**config.mk**
```make
export PLATFORM = sky130hd
export DESIGN_NAME = pipeline_hazard_controller
export DESIGN_NICKNAME = d
export VERILOG_FILES = /design/src/rtl/pipeline_hazard_controller.sv
export SDC_FILE = /design/constraint.sdc
export NUM_CORES = 1
export LEC_CHECK = 0
export BUFFER_PORTS_ARGS = -buffer_cell sky130_fd_sc_hd__buf_2
export CAP_MARGIN = 20
export CORE_MARGIN = 2
export CORE_UTILIZATION = 35
export CTS_CLUSTER_DIAMETER = 60
export CTS_CLUSTER_SIZE = 10
export DETAILED_ROUTE_END_ITERATION = 6
export GPL_ROUTABILITY_DRIVEN = 1
export PLACE_DENSITY = 0.58
export SYNTH_ARGS = -nofsm -noshare
export SYNTH_HDL_FRONTEND = slang
export SYNTH_SLANG_ARGS = --single-unit
```
**constraint.sdc**
```tcl
create_clock -name clk -period 3 [get_ports clk]
set_clock_uncertainty 0.2 [all_clocks]
set_input_delay 0.9 -clock clk [delete_from_list [all_inputs] [get_ports clk]]
set_output_delay 0.9 -clock clk [all_outputs]
set_load 0.05 [all_outputs]
```
**src/rtl/pipeline_hazard_controller.sv**
```systemverilog
// Pipeline hazard controller: load-use stalls, taken-branch flushes and
// data-memory wait freezes, with a sticky timeout fault (HALT).
// Optional statistics counters are compiled in with `define HAZARD_STATS_EN.
module pipeline_hazard_controller #(
    parameter logic [7:0] MEM_TIMEOUT = 8'd200
) (
    input  logic        clk,
    input  logic        reset,
    input  logic        MemReadEX,
    input  logic [4:0]  WriteRegEX,
    input  logic [4:0]  RnRegID,
    input  logic [4:0]  RmRegID,
    input  logic        UsesRmID,
    input  logic        BranchTakenEX,
    input  logic        mem_req,
    input  logic        mem_ack,
    output logic        PCWrite,
    output logic        IFIDWrite,
    output logic        IDEXWrite,
    output logic        EXMEMWrite,
    output logic        IFIDFlush,
    output logic        IDEXBubble,
    output logic        MEMWBBubble,
`ifdef HAZARD_STATS_EN
    output logic [15:0] stall_cycles,
    output logic [15:0] flush_count,
`endif
    output logic        MemErr
);

    localparam logic [1:0] ST_RUN      = 2'd0;
    localparam logic [1:0] ST_MEM_WAIT = 2'd1;
    localparam logic [1:0] ST_HALT     = 2'd2;

    logic [1:0] state_q, state_d;
    logic [7:0] cnt_q, cnt_d;
    logic       load_use;

    // X31 is the zero register, so a load targeting it never creates a dependency.
    assign load_use = MemReadEX && (WriteRegEX != 5'd31) &&
                      ((WriteRegEX == RnRegID) || (UsesRmID && (WriteRegEX == RmRegID)));

    // Next-state, wait counter and pipeline control outputs.
    always_comb begin
        state_d     = state_q;
        cnt_d       = cnt_q;
        PCWrite     = 1'b1;
        IFIDWrite   = 1'b1;
        IDEXWrite   = 1'b1;
        EXMEMWrite  = 1'b1;
        IFIDFlush   = 1'b0;
        IDEXBubble  = 1'b0;
        MEMWBBubble = 1'b0;
        MemErr      = 1'b0;

        case (state_q)
            ST_RUN, ST_MEM_WAIT: begin
                if ((state_q == ST_RUN && mem_req && !mem_ack) ||
                    (state_q == ST_MEM_WAIT && !mem_ack)) begin
                    // Memory not ready: freeze everything, drain MEM/WB with a bubble.
                    PCWrite     = 1'b0;
                    IFIDWrite   = 1'b0;
                    IDEXWrite   = 1'b0;
                    EXMEMWrite  = 1'b0;
                    MEMWBBubble = 1'b1;
                    if (state_q == ST_RUN) begin
                        state_d = ST_MEM_WAIT;
                        cnt_d   = 8'd1;
                    end else if (cnt_q == MEM_TIMEOUT) begin
                        state_d = ST_HALT;
                    end else if (cnt_q != '1) begin
                        cnt_d = cnt_q + 8'd1;
                    end
                end else begin
                    // The ack cycle of a wait behaves exactly like a normal RUN cycle.
                    state_d = ST_RUN;
                    cnt_d   = '0;
                    if (BranchTakenEX) begin
                        IFIDFlush  = 1'b1;
                        IDEXBubble = 1'b1;
                    end else if (load_use) begin
                        PCWrite    = 1'b0;
                        IFIDWrite  = 1'b0;
                        IDEXBubble = 1'b1;
                    end
                end
            end
            ST_HALT: begin
                PCWrite     = 1'b0;
                IFIDWrite   = 1'b0;
                IDEXWrite   = 1'b0;
                EXMEMWrite  = 1'b0;
                IFIDFlush   = 1'b1;
                IDEXBubble  = 1'b1;
                MEMWBBubble = 1'b1;
                MemErr      = 1'b1;
            end
            default: begin
                state_d = ST_RUN;
                cnt_d   = '0;
            end
        endcase

        if (reset) begin
            state_d     = ST_RUN;
            cnt_d       = '0;
            PCWrite     = 1'b0;
            IFIDWrite   = 1'b0;
            IDEXWrite   = 1'b0;
            EXMEMWrite  = 1'b0;
            IFIDFlush   = 1'b1;
            IDEXBubble  = 1'b1;
            MEMWBBubble = 1'b1;
            MemErr      = 1'b0;
        end
    end

    // State and wait-counter registers.
    always_ff @(posedge clk) begin
        if (reset) begin
            state_q <= ST_RUN;
            cnt_q   <= '0;
        end else begin
            state_q <= state_d;
            cnt_q   <= cnt_d;
        end
    end

`ifdef HAZARD_STATS_EN
    logic [15:0] stall_q, stall_d;
    logic [15:0] flush_q, flush_d;

    // Saturating stall/flush statistics.
    always_comb begin
        stall_d = stall_q;
        flush_d = flush_q;
        if (!reset && !PCWrite && stall_q != '1)
            stall_d = stall_q + 16'd1;
        if (!reset && IFIDFlush && state_q == ST_RUN && flush_q != '1)
            flush_d = flush_q + 16'd1;
    end

    // Statistics registers.
    always_ff @(posedge clk) begin
        if (reset) begin
            stall_q <= '0;
            flush_q <= '0;
        end else begin
            stall_q <= stall_d;
            flush_q <= flush_d;
        end
    end

    assign stall_cycles = stall_q;
    assign flush_count  = flush_q;
`endif

endmodule

```
==> Word-level counts from Yosys, hierarchy flattened <==
Cells that the tools add are included.
{ "classes": {"mux": 31, "n_reduce_logical": 13, "add_sub_neg": 1, "n_bitwise": 1, "eq_ne": 10} }
{ "ops": {"columns": ["op", "count"], "rows": [
  ["8-bit 2-to-1 mux", 4],
  ["1-bit 2-to-1 mux", 17],
  ["8-bit one-hot mux with 2 select lines", 1],
  ["4-bit inequality test, second input constant", 3],
  ["5-bit equality test", 2],
  ["1-bit one-hot mux with 2 select lines", 5],
  ["8-bit by 1-bit adder with 8-bit output, second input constant", 1],
  ["8-bit equality test, second input constant", 1],
  ["8-bit inequality test, second input constant", 1],
  ["1-bit logical AND", 6],
  ["2-bit 2-to-1 mux", 3],
  ["5-bit inequality test, second input constant", 1],
  ["2-bit one-hot mux with 2 select lines", 1],
  ["3-bit AND reduction", 1],
  ["2-bit by 1-bit equality test with 1-bit output, second input constant", 1],
  ["2-bit equality test, second input constant", 1],
  ["2-bit zero test", 1],
  ["1-bit logical OR", 2],
  ["2-bit AND reduction", 1],
  ["2-bit OR reduction", 1],
  ["1-bit zero test", 1],
  ["1-bit NOT", 1]
]} }
{ "totals": {"elab_cells": 58, "in_bits": 22, "out_inout_bits": 8, "reg_bits": 10} }

==> Longest topological paths before layout <==
Gate-level depths: netlist (run 1).
{ "depth": {"word_depth": 9, "ltp_mapped": 7} }

==> Worst setup path after synthesis (run 1) <==
Ideal clock, no wire load.
{ "synth_path": {"kind": "input-to-output", "from": "input port mem_req", "to": "output port PCWrite", "stages": 4, "slack_ns": -1.352, "required_ns": 1.900, "arrival_ns": 3.252, "cell_sequence": "o21a_1 nor3_1 o41a_1 buf_4"} }
{ "synth_between": {"elab_chain_len": 6} }
{ "synth_rtl": {"columns": ["item", "line_no", "rtl"], "rows": [
  ["start: declaration", "15", "input logic mem_req,"],
  ["1-bit logical AND (2 in series)", "58", "if ((state_q == ST_RUN && mem_req && !mem_ack) ||"],
  ["1-bit logical OR", "58", null],
  ["1-bit 2-to-1 mux", null, null],
  ["1-bit one-hot mux with 2 select lines", null, null],
  ["1-bit 2-to-1 mux", null, null],
  ["end: declaration", "17", "output logic PCWrite,"]
]} }
Every way passes these cells.

==> Worst setup path in the final report (run 1) <==
{ "layout_path": {"from": "input port RmRegID[4]", "to": "output port PCWrite"} }
{ "layout_between": {"elab_chain_len": 9} }
{ "layout_rtl": {"columns": ["item", "line_no", "rtl"], "rows": [
  ["start: declaration", "12", "input logic [4:0] RmRegID,"],
  ["5-bit equality test", "41", "((WriteRegEX == RnRegID) || (UsesRmID && (WriteRegEX == RmRegID)));"],
  ["1-bit logical AND", "41", null],
  ["1-bit logical OR", "41", null],
  ["1-bit logical AND", "40", "assign load_use = MemReadEX && (WriteRegEX != 5'd31) &&"],
  ["1-bit 2-to-1 mux", "81", "end else if (load_use) begin"],
  ["1-bit 2-to-1 mux", "78", "if (BranchTakenEX) begin"],
  ["1-bit 2-to-1 mux", "58", null],
  ["1-bit one-hot mux with 2 select lines", "56", "case (state_q)"],
  ["1-bit 2-to-1 mux", "104", "if (reset) begin"]
]} }
Every way passes these cells.

==> impl_metrics.csv, run 1 <==
group,metric,value,unit
route,drcViolationCount,0,
clocking,cts.reportedPaths.clkPinSlew,0.06,ns
clocking,cts_made_buffers,3,
logic_synthesis,postSynth.topFlopCell,"sky130_fd_sc_hd__dfxtp_1",
logic_synthesis,synth.cell_area,757,um2
die,initial_utilization,37.8,%
sta,final_hold_viol_count,0,
grt,grt_pass1_vias,748,
die,std_cell_rows,16,
critical_path,cp.buffers_inverters,2,
logic_synthesis,ys_seq_elements,10,
die,io-pin-count,30,
power,power_density,301,nW/um2
grt,grtUsageTotal,16.4,%
cells_and_area,nNetsFinal,155,
min_path,hold_path_startpoint,"cnt_q[7]",
critical_path,start_kind,"input pin",
clocking,cts_tree,"built",
critical_path,required,1.90,ns
critical_path,critical_path_peak_fanout,2,
die,design.core.area,2000,um2
sta,slew_headroom,76.4,%
cells_and_area,commonest_non_fill_non_tap_cells_in_the_layout,"22 x sky130_fd_sc_hd__buf_2, 10 x sky130_fd_sc_hd__xor2_1, 10 x sky130_fd_sc_hd__dfxtp_1, 10 x sky130_fd_sc_hd__buf_4, 7 x sky130_fd_sc_hd__nor2_1",
sta,timing.fmax,0.302,GHz
grt,grt_overflow,0,
critical_path,worst-setup-path-type,"in2out",
min_path,holdCritPathClass,"reg2reg",
logic_synthesis,synth_enable_flop_cells,0,
grt,grt_pass1_wl,3.24,mm
power,vdd_drop_max,0.000166,V
die,die-height,50.5,um
route,routedWlPerCell,11.7,um
critical_path,capturing_element_type_of_the_critical_path,"output pin",
sta,min_period,3.31,ns
critical_path,timing.critical_path.cells,"buf_6 > xor2_1 > nor4_1 > a32oi_1 > o41a_4 > buf_6",
route,num_vias,837,
logic_synthesis,synthesis.instances,91,
cells_and_area,layout_commonest_cell,"sky130_fd_sc_hd__buf_2",
clocking,htree_levels,1,
die,floorplan.die_area,2550,um2
critical_path,critical_path.top_delay_family,"compound AO/OA/AOI/OAI gates",
placed_design,placement.cell_area,1000,um2
logic_synthesis,synth_warn,0,
logic_synthesis,seq_area_frac_synth,26.4,%
logic_synthesis,synth_area_per_cell,8.32,um2
route,wirelength,1.82,mm
clocking,cts_num_sinks,10,
critical_path,crit_start,"RmRegID[4]",
run_status,violations,"negative setup slack",
placed_design,placement.io_buffers,29,
cells_and_area,synthToLayoutAreaGrowth,43.8,%
run_status,run_status,"finished, violations left",
grt,antenna_violations_before_repair,0,
critical_path,worst_path_most_repeated_cell,"sky130_fd_sc_hd__buf_6",
clocking,root_buffer,"sky130_fd_sc_hd__clkbuf_4",
grt,grt_start_max_net_pins,11,
sta,finalCritPeriodShare,110,%
sta,worstMarginPinSlew,0.353,ns
die,die-width,50.5,um
sta,finalHoldWorstSlack,0.285,ns
critical_path,timing.critical_path.arrival,2.21,ns
critical_path,r2r-start,"cnt_q[0]",
clocking,clock_insertion_delay_worst_skew,0.26,ns
logic_synthesis,post_synthesis_async_set_or_reset_flop_share,0,%
sta,rsz0062_at_grt,"true",
sta,post-route-worst-setup-slack,-0.311,ns
sta,setup_viol_count_final,3,
cells_and_area,drive_gt1_share,44.2,%
critical_path,critical-path-slowest-cell,"sky130_fd_sc_hd__o41a_4",
route,postRouteAntennaNets,0,
power,static_leakage_power,0.426,nW
cells_and_area,fill_cells,193,
sta,maxSlewViolCount,0,
cells_and_area,post-route-util,54.4,%
logic_synthesis,syn_nets,115,
route,detail_route.vias_per_cell,5.37,
clocking,cts_buffer_depth,2,
cells_and_area,antenna-diode-count,0,
flow_run,timing.max_cap.violations,0,
logic_synthesis,number_of_different_library_cells_in_the_post_synthesis_netlist,37,
clocking,hold_buffers,0,
route,drtPass1Iterations,4,
critical_path,slowest_delay,0.47,ns
cells_and_area,design_area,1090,um2
placed_design,globalplace.congestion,0.825,
route,initialDrtViolationCount,12,
placed_design,detailed_place_hpwl,1.43,mm
[tightest hold or removal path, cell delays in order, from the launching register on]
cell and delay (ns):
sky130_fd_sc_hd__dfxtp_1 0.32, sky130_fd_sc_hd__o31ai_1 0.06, sky130_fd_sc_hd__a21oi_1 0.05
[state kept, by name (all words and copies together), names as in the netlist]
signal	cells
cnt_q	8
state_q	2
[cells by family (layout without fill, tap and decap cells)]
group	after synthesis	after routing	share of synthesized area, %
AND/OR/NAND/NOR	32	32	25.8
flip-flops	10	10	26.4
XOR/XNOR	11	11	12.7
AO/OA/AOI/OAI	27	27	25.1
adder cells (fa/ha/maj)	2	2	3.31
buffers and inverters	9	47	6.61
[power breakdown]
group / internal (mW) / switching, mW
Combinational: 0.0464 / 0.0539
Clock: 0.0463 / 0.0446
Sequential: 0.134 / 0.00216
Total: 0.227 / 0.101
[worst paths after layout]
| kind | end | slack [ns] | cells past startpoint |
|---|---|---|---|
| worst max-delay path | PCWrite | -0.31 | 6 |
| worst min-delay path | cnt_q[7] | 0.28 | 2 |
| worst max register to register | cnt_q[7] | 0.81 | 7 |
| worst min register to register | cnt_q[7] | 0.28 | 2 |
[cell type report]
class / count / area [um2] / area share [%]
Multi-Input combinational cell: 72 / 542 / 49.8
Clock buffer: 3 / 22.5 / 2.07
Timing Repair Buffer: 39 / 272 / 24.9
Sequential cell: 10 / 200 / 18.4
Tap cell: 27 / 33.8 / 3.10
Inverter: 5 / 18.8 / 1.72
[layer usage]
| metal | up-vias | wire length [um] | track usage (%) |
|---|---|---|---|
| li1 | 420 | - | - |
| met1 | 388 | 828 | 21.5 |
| met2 | 25 | 879 | 26.1 |
| met3 | 4 | 86 | 2.98 |
| met4 | 0 | 28 | 7.21 |
| met5 | - | 0 | 0 |
[cell usage after synthesis (all sizes together) (4+ instances only)]
library cell | n | area (um2)
xor2 | 10 | 87.6
o21ai | 6 | 30.0
dfxtp | 10 | 200
o31ai | 4 | 30.0
inv | 5 | 18.8
nand4 | 4 | 25.0
nand3 | 4 | 20.0
a21oi | 7 | 38.8
or4 | 4 | 35.0
buf | 4 | 31.3
nor2 | 8 | 30.0
[through the flow]
stage | TNS (ns) | total power [mW] | setup WS [ns] | instances
floorplan | -0.725 | 0.193 | -0.324 | 91
global placement | -0.929 | 0.227 | -0.346 | 153
detailed placement | -0.976 | 0.227 | -0.362 | 153
CTS | -0.732 | 0.327 | -0.304 | 156
global route | -1.02 | 0.344 | -0.394 | 156
finish | -0.770 | 0.328 | -0.311 | 156
[what timing repair did]
item,in CTS,in global routing
setup endpoints to repair,4,4
pin swaps,3,0
hold endpoints to repair,0,0
gates resized for setup,13,4
setup buffers,1,0
(Power assumes the default switching activity.)
==> run 2, diff against run 1 <==
Settings changed: BUFFER_PORTS_ARGS -buffer_cell sky130_fd_sc_hd__buf_2 to -buffer_cell sky130_fd_sc_hd__clkbuf_2.
==> run 2 against run 1 <==
The run still ends with negative setup slack left. Sequential power barely moved. Critical endpoint unchanged. Final area rose by 3.0%. Cell count rose by 1.3%. Critical path depth did not move.
==> impl_metrics.csv, run 2 (synthesis results as in run 1) <==
group,metric,value,unit
critical_path,critical-path-slowest-cell,"sky130_fd_sc_hd__o41a_4",
critical_path,timing.critical_path.cells,"buf_6 > xor2_1 > nor4_2 > a32oi_1 > o41a_4 > clkbuf_8",
route,routedWlPerCell,12.1,um
power,static_leakage_power,0.445,nW
power,power_density,326,nW/um2
cells_and_area,nNetsFinal,156,
route,num_vias,818,
die,die-width,50.5,um
placed_design,detailed_place_hpwl,1.48,mm
route,drtPass1Iterations,4,
die,design.core.area,2000,um2
route,drcViolationCount,0,
sta,setup_tns,-0.971,ns
cells_and_area,synthToLayoutAreaGrowth,48.1,%
clocking,htree_levels,1,
route,met2WireLength,918,um
clocking,root_buffer,"sky130_fd_sc_hd__clkbuf_4",
die,floorplan.die_area,2550,um2
cells_and_area,layout_commonest_cell,"sky130_fd_sc_hd__clkbuf_2",
grt,antenna_violations_before_repair,0,
critical_path,critical_path_peak_fanout,2,
cells_and_area,ff_latch_area,200,um2
sta,timing.fmax,0.294,GHz
power,vdd_drop_max,0.000247,V
route,highest-signal-layer,"met4",
critical_path,critical_path.top_delay_family,"compound AO/OA/AOI/OAI gates",
sta,post-route-worst-setup-slack,-0.397,ns
grt,grt_overflow,0,
clocking,cts_made_buffers,3,
route,postRouteAntennaNets,0,
grt,grtUsageTotal,16.6,%
min_path,holdCritPathClass,"reg2reg",
critical_path,start_kind,"input pin",
cells_and_area,multi_input_comb_area,551,um2
flow_run,timing.max_cap.violations,0,
placed_design,placement.io_buffers,29,
sta,rsz0062_at_grt,"true",
cells_and_area,commonest_non_fill_non_tap_cells_in_the_layout,"23 x sky130_fd_sc_hd__clkbuf_2, 12 x sky130_fd_sc_hd__buf_4, 10 x sky130_fd_sc_hd__xor2_1, 10 x sky130_fd_sc_hd__dfxtp_1, 8 x sky130_fd_sc_hd__nor2_1",
die,die-height,50.5,um
cells_and_area,largest_register_by_flop_count,"cnt_q",
sta,slew_headroom,76.1,%
die,initial_utilization,37.8,%
die,io-pin-count,30,
placed_design,globalplace.congestion,0.834,
run_status,violations,"negative setup slack",
critical_path,worst-setup-path-type,"in2out",
critical_path,capturing_element_type_of_the_critical_path,"output pin",
placed_design,dpl_worst_slack,-0.473,ns
route,wirelength,1.91,mm
sta,setup_viol_count_final,3,
critical_path,cp.buffers_inverters,2,
clocking,hold_buffers,0,
run_status,run_status,"finished, violations left",
clocking,cts_num_sinks,10,
cells_and_area,drive_gt1_share,45.8,%
route,detail_route.wirelength.met1,870,um
route,detail_route.vias_per_cell,5.18,
sta,final_hold_viol_count,0,
critical_path,required,1.90,ns
grt,grt_start_max_net_pins,10,
route,wl_met3,90,um
clocking,cts_buffer_depth,2,
grt,grt_pass1_wl,3.28,mm
critical_path,timing.critical_path.arrival,2.30,ns
route,initialDrtViolationCount,34,
cells_and_area,fill_cells,192,
power,report.power.total,0.365,mW
clocking,cts.reportedPaths.clkPinSlew,0.07,ns
sta,finalCritPeriodShare,113,%
cells_and_area,antenna-diode-count,0,
grt,grt_pass1_vias,783,
sta,worstMarginPinSlew,0.358,ns
clocking,cts_tree,"built",
sta,maxSlewViolCount,0,
die,std_cell_rows,16,
cells_and_area,largest_register_ffs,8,
clocking,clock_insertion_delay_worst_skew,0.27,ns
critical_path,slowest_delay,0.47,ns
cells_and_area,top_regs,"cnt_q x8, state_q x2",
sta,min_period,3.40,ns
## run 2: changes by cell type in the layout (fill, tap and decap cells not counted), sizes merged
cell | before | now
clkbuf | 3 | 29
buf | 39 | 15
## run 2: final cells by class
| cell class | instances | share of cell area [%] |
|---|---|---|
| repair buffers | 40 | 25.1 |
| inverters | 5 | 1.67 |
| clock buffers | 4 | 3.24 |
| multi-input cells | 72 | 49.1 |
| well taps | 27 | 3.01 |
| flip-flops and latches | 10 | 17.9 |
## run 2: through the flow
step / cells / hold WS (ns) / instance area, um2 / util (%)
floorplan: 91 / 0.252 / 782 / -
detailed placement: 154 / 0.274 / 1010 / 50.6
finish: 158 / 0.282 / 1120 / 56.0
global placement: 154 / 0.263 / 1010 / 50.6
global route: 158 / 0.330 / 1120 / 56.0
CTS: 158 / 0.285 / 1100 / 55.1
## run 2: worst reg2reg max path, delay by kind of cell (launching register included)
kind,cells,cell delay [ns]
flops,1,0.42
buf+inv,2,0.25
simple gates,2,0.85
compound gates,2,0.25
fa+ha+maj,1,0.18
## run 2: what timing repair did
action,4_1_cts,5_1_grt
buffers inserted,1,0
pin swaps,3,2
endpoints found under the setup margin,4,4
resized for setup,10,6
## run 2: per-layer routing
metal,global-route usage (%),vias up
met2,27.9,21
met4,8.11,0
met5,0,-
met3,1.49,4
li1,-,426
met1,21.2,367
## run 2: where the power goes
part / internal, mW / total [mW] / leakage [nW] / switching, mW
logic: 0.0484 / 0.104 / 0.343 / 0.0555
registers: 0.134 / 0.136 / 0.0809 / 0.00223
clock network: 0.0739 / 0.125 / 0.0210 / 0.0509
total: 0.256 / 0.365 / 0.445 / 0.109
## run 2: final timing paths
path | startpoint | to | slack (ns) | cells past startpoint
setup / recovery | RmRegID[4] | PCWrite | -0.40 | 6
hold reg to reg | cnt_q[7] | cnt_q[7] | 0.28 | 2
hold / removal | cnt_q[7] | cnt_q[7] | 0.28 | 2
setup reg to reg | cnt_q[0] | cnt_q[7] | 0.81 | 7
==> run 3, diff against run 2 <==
Settings changed: CORE_MARGIN 2 to unset.
Clock period 3 ns to 3.72 ns, I/O delays scaled along.
==> run 3 against run 2 <==
The run still ends with negative setup slack left. Core utilization is 3.3 points lower. Power shrank 21%. Sequential power decreased by 19%. Non-clock buffer count fell by 6. Register-to-register slack better by 0.62 ns. Clock-buffer cell count did not move. First-iteration DRC count shrank 79%.
==> impl_metrics.csv, run 3 (synthesis results as in run 1) <==
group,metric,value,unit
run_status,run_status,"finished, violations left",
run_status,violations,"negative setup slack",
die,io-pin-count,30,
critical_path,critical_path.top_delay_family,"compound AO/OA/AOI/OAI gates",
cells_and_area,antenna-diode-count,0,
critical_path,r2r-start,"cnt_q[0]",
critical_path,ff2ff_setup_slack,1.43,ns
clocking,clock_insertion_delay_worst_skew,0.27,ns
die,die-width,48.5,um
critical_path,start_kind,"input pin",
clocking,cts_made_buffers,3,
power,static_leakage_power,0.406,nW
die,floorplan.die_area,2350,um2
route,drtPass1Iterations,3,
clocking,cts_num_sinks,10,
grt,grt_pass1_vias,715,
power,vdd_drop_max,0.000196,V
sta,setup_viol_count_final,2,
clocking,cts.reportedPaths.clkPinSlew,0.07,ns
grt,antenna_violations_before_repair,0,
flow_run,timing.max_cap.violations,0,
critical_path,slowest_delay,0.48,ns
cells_and_area,commonest_non_fill_non_tap_cells_in_the_layout,"24 x sky130_fd_sc_hd__clkbuf_2, 10 x sky130_fd_sc_hd__dfxtp_1, 9 x sky130_fd_sc_hd__xor2_1",
route,num_vias,799,
sta,post-route-worst-setup-slack,-0.0494,ns
cells_and_area,largest_register_by_flop_count,"cnt_q",
die,die-height,48.5,um
critical_path,timing.critical_path.arrival,2.45,ns
placed_design,placement.cell_area,967,um2
clocking,htree_levels,1,
clocking,cts_buffer_depth,2,
critical_path,worst_r2r_endpoint,"cnt_q[7]",
route,routedWlPerCell,12.1,um
cells_and_area,fill_cells,200,
sta,setup_tns,-0.0975,ns
critical_path,cp.buffers_inverters,2,
placed_design,dpl_worst_slack,-0.121,ns
sta,rsz0062_at_grt,"true",
route,drcViolationCount,0,
power,power_density,273,nW/um2
sta,worstMarginPinSlew,0.766,ns
min_path,holdCritPathClass,"reg2reg",
critical_path,r2r.worst_path.cells,6,
critical_path,capturing_element_type_of_the_critical_path,"output pin",
route,detail_route.vias_per_cell,5.26,
cells_and_area,design_area,1050,um2
cells_and_area,layout_commonest_cell,"sky130_fd_sc_hd__clkbuf_2",
clocking,root_buffer,"sky130_fd_sc_hd__clkbuf_4",
sta,slew_headroom,48.7,%
cells_and_area,synthToLayoutAreaGrowth,39.3,%
grt,grt_start_max_net_pins,13,
min_path,min_delay_worst_endpoint,"cnt_q[7]",
sta,min_period,3.77,ns
critical_path,critical_path_peak_fanout,2,
die,design.core.area,2000,um2
critical_path,critical-path-slowest-cell,"sky130_fd_sc_hd__o41a_4",
die,std_cell_rows,16,
sta,final_hold_viol_count,0,
cells_and_area,drive_gt1_share,44.0,%
clocking,cts_tree,"built",
grt,grt_pass1_wl,2.95,mm
route,wirelength,1.84,mm
critical_path,worst-setup-path-type,"in2out",
placed_design,placement.io_buffers,29,
route,postRouteAntennaNets,0,
min_path,hold_path_startpoint,"cnt_q[7]",
sta,timing.fmax,0.265,GHz
critical_path,timing.critical_path.cells,"buf_6 > xor2_1 > nor4_2 > a32oi_1 > o41a_4 > buf_8",
sta,finalHoldWorstSlack,0.288,ns
sta,finalCritPeriodShare,101,%
grt,grt_overflow,0,
clocking,cts_post_setup_buffers_inserted,0,
sta,maxSlewViolCount,0,
min_path,hold_depth,2,
cells_and_area,nNetsFinal,150,
route,initialDrtViolationCount,7,
placed_design,detailed_place_hpwl,1.42,mm
placed_design,globalplace.congestion,0.816,
cells_and_area,top_regs,"cnt_q x8, state_q x2",
die,initial_utilization,37.8,%
clocking,hold_buffers,0,
grt,grtUsageTotal,16.1,%
critical_path,required,2.40,ns
cells_and_area,largest_register_ffs,8,
## run 3: changes by cell type in the layout (fill, tap and decap cells not counted)
| cell | change |
|---|---|
| sky130_fd_sc_hd__clkbuf_16 | -1 |
| sky130_fd_sc_hd__clkbuf_2 | +1 |
| sky130_fd_sc_hd__buf_2 | +1 |
| sky130_fd_sc_hd__xor2_2 | +1 |
| sky130_fd_sc_hd__o21bai_2 | +1 |
| sky130_fd_sc_hd__clkbuf_8 | -1 |
| sky130_fd_sc_hd__xor2_1 | -1 |
| sky130_fd_sc_hd__buf_4 | -7 |
| sky130_fd_sc_hd__o21bai_4 | -1 |
| sky130_fd_sc_hd__buf_8 | +1 |
## run 3: cell type report
type	instances	area (um2)	share of cell area, %
clock buffers	4	36.3	3.44
inverters	5	18.8	1.78
multi-input cells	72	551	52.2
flip-flops and latches	10	200	19.0
well taps	27	33.8	3.20
repair buffers	34	215	20.4
## run 3: power by group
part | internal, mW | leakage, nW | total (mW) | switching [mW]
combinational | 0.0328 | 0.304 | 0.0767 | 0.0439
sequential | 0.108 | 0.0809 | 0.110 | 0.00169
clock | 0.0595 | 0.0210 | 0.102 | 0.0422
## run 3: layer usage
| layer | up-vias | share of wire, % | track usage, % |
|---|---|---|---|
| met3 | 5 | 4.3 | 5.03 |
| met5 | - | 0 | 0 |
| met4 | 0 | 1.5 | 5.39 |
| met2 | 18 | 48 | 28.4 |
| li1 | 407 | - | - |
| met1 | 369 | 46 | 18.4 |
## run 3: timing repair
item	in CTS	in global routing
setup endpoints to repair	2	3
resized for setup	5	11
pin swaps	1	2
## run 3: stage by stage
step / utilization, % / power (mW) / instances
global route: 52.7 / 0.301 / 152
global placement: 48.3 / 0.180 / 148
CTS: 51.2 / 0.287 / 152
floorplan: - / 0.156 / 91
detailed placement: 48.3 / 0.181 / 148
finish: 52.7 / 0.288 / 152
## run 3: how the worst max path moves through the flow
stage / startpoint / to / slack (ns) / cells past startpoint
6_report: WriteRegEX[2] / PCWrite / -0.05 / 6
5_1_grt: WriteRegEX[2] / PCWrite / -0.07 / 6
4_1_cts: WriteRegEX[4] / PCWrite / -0.07 / 6
3_5_place_dp: WriteRegEX[4] / PCWrite / -0.12 / 7
3_3_place_gp: WriteRegEX[4] / IFIDWrite / -0.08 / 6
2_1_floorplan: WriteRegEX[4] / PCWrite / -0.04 / 5
## run 3: worst reg2reg max path, delay by kind of cell (launching register included)
family	cells	cell delay, ns
buf+inv	1	0.07
flops	1	0.35
simple gates	2	0.72
compound gates	2	0.70
fa+ha+maj	1	0.13
